==> src/rtl/timer_ctrl.sv <==
// timer_ctrl: command sequencer and decrement prescaler for a chain of BCD countdown digit cells.
// Turns load/start/pause/clear commands into reconfig, reset_timer and decrement strobes and
// flags expiry once the chain reads back all zeros. Every output is registered.
module timer_ctrl #(
    parameter int unsigned TICK_DIV   = 50_000_000,
    parameter int unsigned NUM_DIGITS = 4
) (
    input  logic                    clk,
    input  logic                    reset,
    input  logic                    load,
    input  logic [4*NUM_DIGITS-1:0] load_value,
    input  logic                    start,
    input  logic                    pause,
    input  logic                    clear,
    input  logic [4*NUM_DIGITS-1:0] digits_in,
    output logic                    reconfig,
    output logic [4*NUM_DIGITS-1:0] set_digits,
    output logic                    reset_timer,
    output logic                    decrement,
    output logic                    running,
    output logic                    expired,
    output logic                    expired_pulse
);

    localparam int unsigned DW = 4 * NUM_DIGITS;
    localparam int unsigned PW = (TICK_DIV > 1) ? $clog2(TICK_DIV) : 1;
    localparam logic [PW-1:0] PCNT_MAX = PW'(TICK_DIV - 1);

    typedef enum logic [2:0] {
        StIdle,
        StLoad,
        StRun,
        StPause,
        StExpired
    } state_e;

    state_e          state_q, state_d;
    logic [PW-1:0]   pcnt_q, pcnt_d;

    logic            reconfig_q, reconfig_d;
    logic [DW-1:0]   set_digits_q, set_digits_d;
    logic            reset_timer_q, reset_timer_d;
    logic            decrement_q, decrement_d;
    logic            running_q;
    logic            expired_q;
    logic            expired_pulse_q;

    logic            chain_zero;
    logic            zero_settled;
    logic            tick_due;
    logic            pause_cmd;

    // Clamp every nibble of a BCD preset to the legal digit range 0..9.
    function automatic logic [DW-1:0] sat_bcd(input logic [DW-1:0] v);
        logic [DW-1:0] r;
        r = v;
        for (int unsigned i = 0; i < NUM_DIGITS; i++) begin
            if (v[4*i +: 4] > 4'd9) begin
                r[4*i +: 4] = 4'd9;
            end
        end
        return r;
    endfunction

    assign chain_zero = (digits_in == '0);
    // The chain value is only trusted once it has had a cycle to absorb the last strobe.
    assign zero_settled = chain_zero && !decrement_q;
    assign tick_due     = (pcnt_q == PCNT_MAX);
    // start outranks pause, so a simultaneous start masks the pause.
    assign pause_cmd    = pause && !start;

    // Next-state, prescaler and strobe decisions; command priority clear > load > start > pause.
    always_comb begin
        state_d       = state_q;
        pcnt_d        = pcnt_q;
        reconfig_d    = 1'b0;
        set_digits_d  = '0;
        reset_timer_d = 1'b0;
        decrement_d   = 1'b0;

        if (clear) begin
            state_d       = StIdle;
            pcnt_d        = '0;
            reset_timer_d = 1'b1;
        end else if (load && (state_q != StLoad)) begin
            state_d      = StLoad;
            pcnt_d       = '0;
            reconfig_d   = 1'b1;
            set_digits_d = sat_bcd(load_value);
        end else begin
            unique case (state_q)
                StIdle: begin
                    if (start && !chain_zero) begin
                        state_d = StRun;
                        pcnt_d  = '0;
                    end
                end
                StLoad: begin
                    state_d = StIdle;
                    pcnt_d  = '0;
                end
                StRun: begin
                    if (zero_settled) begin
                        // Expiry wins over a tick falling due in the same cycle.
                        state_d = StExpired;
                    end else begin
                        // The cycle a pause is seen still counts as a run cycle.
                        pcnt_d      = tick_due ? '0 : pcnt_q + 1'b1;
                        decrement_d = tick_due;
                        if (pause_cmd) begin
                            state_d = StPause;
                        end
                    end
                end
                StPause: begin
                    if (start) begin
                        state_d = StRun;
                    end
                end
                StExpired: begin
                    state_d = StExpired;
                end
                default: begin
                    state_d = StIdle;
                    pcnt_d  = '0;
                end
            endcase
        end
    end

    // State, prescaler and registered outputs; reset aborts any pending tick.
    always_ff @(posedge clk) begin
        if (reset) begin
            state_q         <= StIdle;
            pcnt_q          <= '0;
            reconfig_q      <= 1'b0;
            set_digits_q    <= '0;
            reset_timer_q   <= 1'b0;
            decrement_q     <= 1'b0;
            running_q       <= 1'b0;
            expired_q       <= 1'b0;
            expired_pulse_q <= 1'b0;
        end else begin
            state_q         <= state_d;
            pcnt_q          <= pcnt_d;
            reconfig_q      <= reconfig_d;
            set_digits_q    <= set_digits_d;
            reset_timer_q   <= reset_timer_d;
            decrement_q     <= decrement_d;
            running_q       <= (state_d == StRun);
            expired_q       <= (state_d == StExpired);
            expired_pulse_q <= (state_d == StExpired) && (state_q != StExpired);
        end
    end

    assign reconfig      = reconfig_q;
    assign set_digits    = set_digits_q;
    assign reset_timer   = reset_timer_q;
    assign decrement     = decrement_q;
    assign running       = running_q;
    assign expired       = expired_q;
    assign expired_pulse = expired_pulse_q;

endmodule

==> config.mk <==
export PLATFORM = sky130hd
export DESIGN_NAME = timer_ctrl
export DESIGN_NICKNAME = d
export VERILOG_FILES = /design/src/rtl/timer_ctrl.sv
export SDC_FILE = /design/constraint.sdc
export NUM_CORES = 1
export LEC_CHECK = 0
export BUFFER_PORTS_ARGS = -buffer_cell sky130_fd_sc_hd__buf_2
export CAP_MARGIN = 10
export CORE_MARGIN = 4
export CORE_UTILIZATION = 57
export DETAILED_ROUTE_END_ITERATION = 7
export PLACE_DENSITY = 0.94
export SETUP_SLACK_MARGIN = 0.15
export SYNTH_ARGS = -nofsm -noshare
export SYNTH_HDL_FRONTEND = slang
export SYNTH_SLANG_ARGS = --single-unit
==> constraint.sdc <==
create_clock -name clk -period 5.5 [get_ports clk]
set_input_delay 0 -clock clk [delete_from_list [all_inputs] [get_ports clk]]
set_output_delay 0 -clock clk [all_outputs]
set_load 0.1 [all_outputs]
# == Word level (Yosys, flattened, before mapping) ==
# Cells that the tools add are included.
# totals
regBits,51
out_inout_bits,22
word_cells,68
# op_classes
add_sub_neg,1
order_cmp,4
eq_ne,10
n_mux,17
bitwise_logic,3
n_reduce_logical,20
# op_table
op,n
$mux W26,3
$pmux W26 S3,1
$add A26 B1 Y26 const B,1
$eq A26 B26 Y1 const B,1
$mux W3,6
$gt A4 B4 Y1 const B,4
$logic_not A16 Y1,1
$mux W4,4
$reduce_or A4 Y1,4
$pmux W3 S4,1
$eq A3 B2 Y1 const B,3
$eq A3 B3 Y1 const B,2
$reduce_or A3 Y1,2
$logic_and A1 B1 Y1,5
$reduce_or A5 Y1,1
$ne A2 B2 Y1 const B,2
$reduce_or A2 Y1,2
$logic_not A1 Y1,3
$logic_not A3 Y1,1
$ne A3 B1 Y1 const B,1
$ne A3 B3 Y1 const B,1
$not A1 Y1,3
$reduce_and A3 Y1,1
$mux W1,2

# == Depth between registers and ports, before layout ==
# depth
depth_word,9
ltp_mapped,7
mapped_depth_nobuf,6

# == Least setup slack after synthesis ==
# OpenSTA, ideal clock, no wires.
# synth_timing
kind,flip-flop to flip-flop
from,"reg decrement_q, in the netlist decrement"
to,reg pcnt_q[18]
setup_ps,117
arrival_time_ps,2012
t_required_ps,5383
path_slack_ps,3371
stages_incl_launch_ff,7
path_buffers,1
period_less_slack_ps,2129
path_cell_list,dfxtp_1 > nand2b_1 > a31oi_1 > a211o_1 > clkbuf_1 > o21ai_0 > a22o_1
# synth_via
elab_chain_cells,4
# synth_rtl
item,line,source
start: declaration,43,"logic decrement_q, decrement_d;"
start signal: assignment,149,decrement_q <= decrement_d;
$logic_not A1 Y1,67,assign zero_settled = chain_zero && !decrement_q;
$logic_and A1 B1 Y1,67,
$ne A2 B2 Y1 (no source line),n/a,
$reduce_and A3 Y1 (no source line),n/a,
end signal: assignment,145,pcnt_q <= pcnt_d;
end: declaration,38,"logic [PW-1:0] pcnt_q, pcnt_d;"
# Every way passes these cells.
# A chain may end at the register's enable or synchronous reset.

# == Final worst setup path ==
# layout_timing
from,reg state_q[1]
to,reg pcnt_q[1]
# layout_via
elab_chain_cells,4
elab_cells_between_ends,13
classes_between,6 x eq/ne; 1 x mux; 1 x bitwise; 5 x reduce/logical
# layout_rtl
item,line,source
start: declaration,37,"state_e state_q, state_d;"
start signal: assignment,134,state_q <= StIdle;
start signal: assignment,144,state_q <= state_d;
$eq A3 B2 Y1 or $eq A3 B3 Y1 (tied branches),91,unique case (state_q)
$reduce_or A2 Y1 (no source line),n/a,
$not A1 Y1 (no source line),n/a,
$reduce_and A3 Y1 (no source line),n/a,
# Parallel ways exist; a longest one is shown, timed or not.

==> results.py <==
metrics = {
    "run_status": {
        "outcome": "finished, final reports clean",
    },
    "floorplan": {
        "die_area_um2": 5290,
        "die_x_um": 72.8,
        "ioPinCount": 60,
        "core-area_um2": 4030,
        "die_h_um": 72.8,
        "initial_utilization": 0.593,
        "row_count": 23,
    },
    "clock_tree": {
        "root_buffer": "clkbuf_8",
        "clkTransAtPathRegs_ps": 100,
        "post_cts_resized": 0,
        "cts.path.max_buffers": 2,
        "cts-htree-levels": 2,
        "cts.sinks": 51,
        "cts_buffers": 5,
        "cts_tree": "yes",
        "clock_latency_ps": 320,
    },
    "logic_synthesis": {
        "mappedNetlistArea_um2": 2390,
        "syn_area_per_cell_um2": 8.69,
        "synth_edf_count": 0,
        "synth_cell_types": 53,
        "yosys.area.top_type": "dfxtp_1",
        "synth_area_leaders": "dfxtp_1, a22o_1, o21ai_0",
        "synth-main-ff-cell": "dfxtp_1",
        "yosysSeqAreaShare": 0.427,
        "async_reset_ff_frac": 0,
        "synth_fp_nets": 314,
        "synth.top_cells.by_count": "dfxtp_1, o21ai_0, inv_1",
        "syn-instance-count": 275,
        "synthDominantCellAreaShare": 0.427,
        "ys_warn_count": 0,
        "post-synth-top-count-cell": "dfxtp_1",
        "ys_ff_latch": 51,
    },
    "routing": {
        "vias": 2568,
        "wl_met3_um": 534,
        "drtPass1Iterations": 5,
        "wire_per_inst_um": 17.3,
        "drt_iter0_markers": 359,
        "routed_wl_mm": 7.02,
        "routed_via_density": 6.33,
        "top_layer_used": "met4",
        "drc": 0,
        "wl_met1_mm": 2.64,
        "wl_met2_mm": 3.55,
        "antenna_left": 0,
    },
    "sta": {
        "post-route-period-util": 0.516,
        "worstMarginPinSlew_ps": 1210,
        "setup_violations": 0,
        "drv_slew": 0,
        "max_freq_mhz": 353,
        "fin_setup_tns_ps": 0,
        "finalHoldViolations": 0,
        "slew_headroom": 0.186,
        "clock_skew_ps": 11.1,
        "min_period_ps": 2840,
        "rsz0062_at_grt": "false",
    },
    "global_route": {
        "track_usage": 0.272,
        "antenna_found_initial": 0,
        "grt_pass1_wl_mm": 11.3,
        "grt_max_degree": 27,
        "grt.overflow.total": 0,
        "grt_pass1_vias": 2471,
    },
    "worst_setup_path": {
        "endpoint_kind": "flop",
        "rr_startpoint": "state_q[1]",
        "crit_path_start": "state_q[1]",
        "reg2reg_depth": 5,
        "arrival_ps": 3090,
        "start_kind": "flop",
        "path_class": "reg2reg",
        "rrSetupSlack_ps": 2660,
        "cp_max_fo": 26,
        "required_ps": 5750,
        "rr_endpoint": "pcnt_q[1]",
    },
    "placed_design": {
        "gp_congestion": 0.825,
        "io_buffer_count": 59,
        "dp.final_hpwl_mm": 4.14,
    },
    "cells_and_area": {
        "fin_util": 0.754,
        "drive_above_1_share": 0.208,
        "finalNetCount": 394,
        "antenna_cells": 0,
        "syn2layout_area_growth_pct": 27.1,
    },
    "power_and_ir_drop": {
        "leakage_nw": 1.30,
        "cellPowerDensity_nw_per_um2": 241,
        "ir_drop_mv": 0.164,
    },
    "hold_path": {
        "whs_endpoint": "set_digits[8]",
        "hp-start": "load_value[9]",
        "hp-class": "in2reg",
        "worstHoldPathCells": 3,
    },
    "job": {
        "maxCapViolCount": 0,
    },
}
==> worst max-delay path: stages (launching register included) <==
cell	delay [ps]
dfxtp_1	520
nor3b_1	420
and3b_2	310
o21ai_4	190
nor3_2	1020
a22o_1	290
==> power breakdown <==
part	internal (mW)	switching, mW	leakage, nW
clock network	0.138	0.138	0.0587
registers	0.373	0.00243	0.412
logic	0.0291	0.0514	0.833
total	0.541	0.191	1.30
==> final cells by class <==
class                      instances  area, um2
multi-input combinational        195       1230
timing repair buffer              83        536
tap                               50       62.6
clock buffer                       5       68.8
sequential                        51       1020
fill                             270        990
inverter                          19       71.3
clock inverter                     3       47.5
==> sequential cells by signal (all words and copies together) (netlist names) <==
name,flops
decrement,1
expired,1
expired_pulse,1
pcnt_q,26
reconfig,1
reset_timer,1
running,1
set_digits,16
state_q,3
==> cells in the final DEF, fill, tap and decap left out, types with 3 or more instances in the layout <==
master,synthesis,final
buf_2,2,59
dfxtp_1,51,51
o21ai_0,26,26
dlygate4sd3_1,0,24
inv_1,19,19
nor2_1,17,17
a22o_1,16,16
nor3_1,14,14
nor4_1,12,12
a21oi_1,11,11
and3_1,11,11
nand2_1,10,10
nand3_1,8,8
nand4_1,5,5
nor2b_1,5,5
clkbuf_8,0,5
nor3b_1,4,4
a211oi_1,4,4
nand2b_1,3,3
or4_1,3,3
o22ai_1,3,3
a21o_1,3,3
and2_1,3,3
==> stage by stage <==
step           power [mW]  worst slack, ps  hold slack [ps]  cells  cell area [um2]
6_report            0.732             2660             18.8    406             3040
3_3_place_gp        0.448             2910              187    374             2680
5_1_grt             0.749             2470             54.6    406             3040
2_1_floorplan       0.429             3370             66.7    275             2390
3_5_place_dp        0.450             2840              194    374             2680
4_1_cts             0.726             2780             39.7    406             3040
==> cell families (layout without fill, tap and decap cells) <==
family,count (synthesis),in the layout,synth area share
DFF,51,51,0.427
AOI/OAI and AO/OA,83,83,0.236
adders and majority gates,1,1,0.00523
buffers and inverters,29,110,0.0576
and+or+nand+nor,111,111,0.274
==> repair_timing <==
| action | CTS | global route |
|---|---|---|
| hold endpoints to repair | 18 | 0 |
| hold buffers | 24 | 0 |
| buffers inserted | 0 | 0 |
==> worst max path at each step <==
| stage | end | cells past startpoint |
|---|---|---|
| after floorplan | pcnt_q[18] | 6 |
| after global placement | pcnt_q[15] | 6 |
| after detailed placement | pcnt_q[15] | 5 |
| after CTS | pcnt_q[15] | 5 |
| after global routing | pcnt_q[1] | 5 |
| final | pcnt_q[1] | 5 |
==> per-layer routing <==
metal / up-vias / track usage
li1: 1193 / -
met1: 1190 / 0.327
met2: 148 / 0.476
met3: 37 / 0.0303
met4: 0 / 0.139
met5: - / 0
Power figures use the tool's default switching activity.
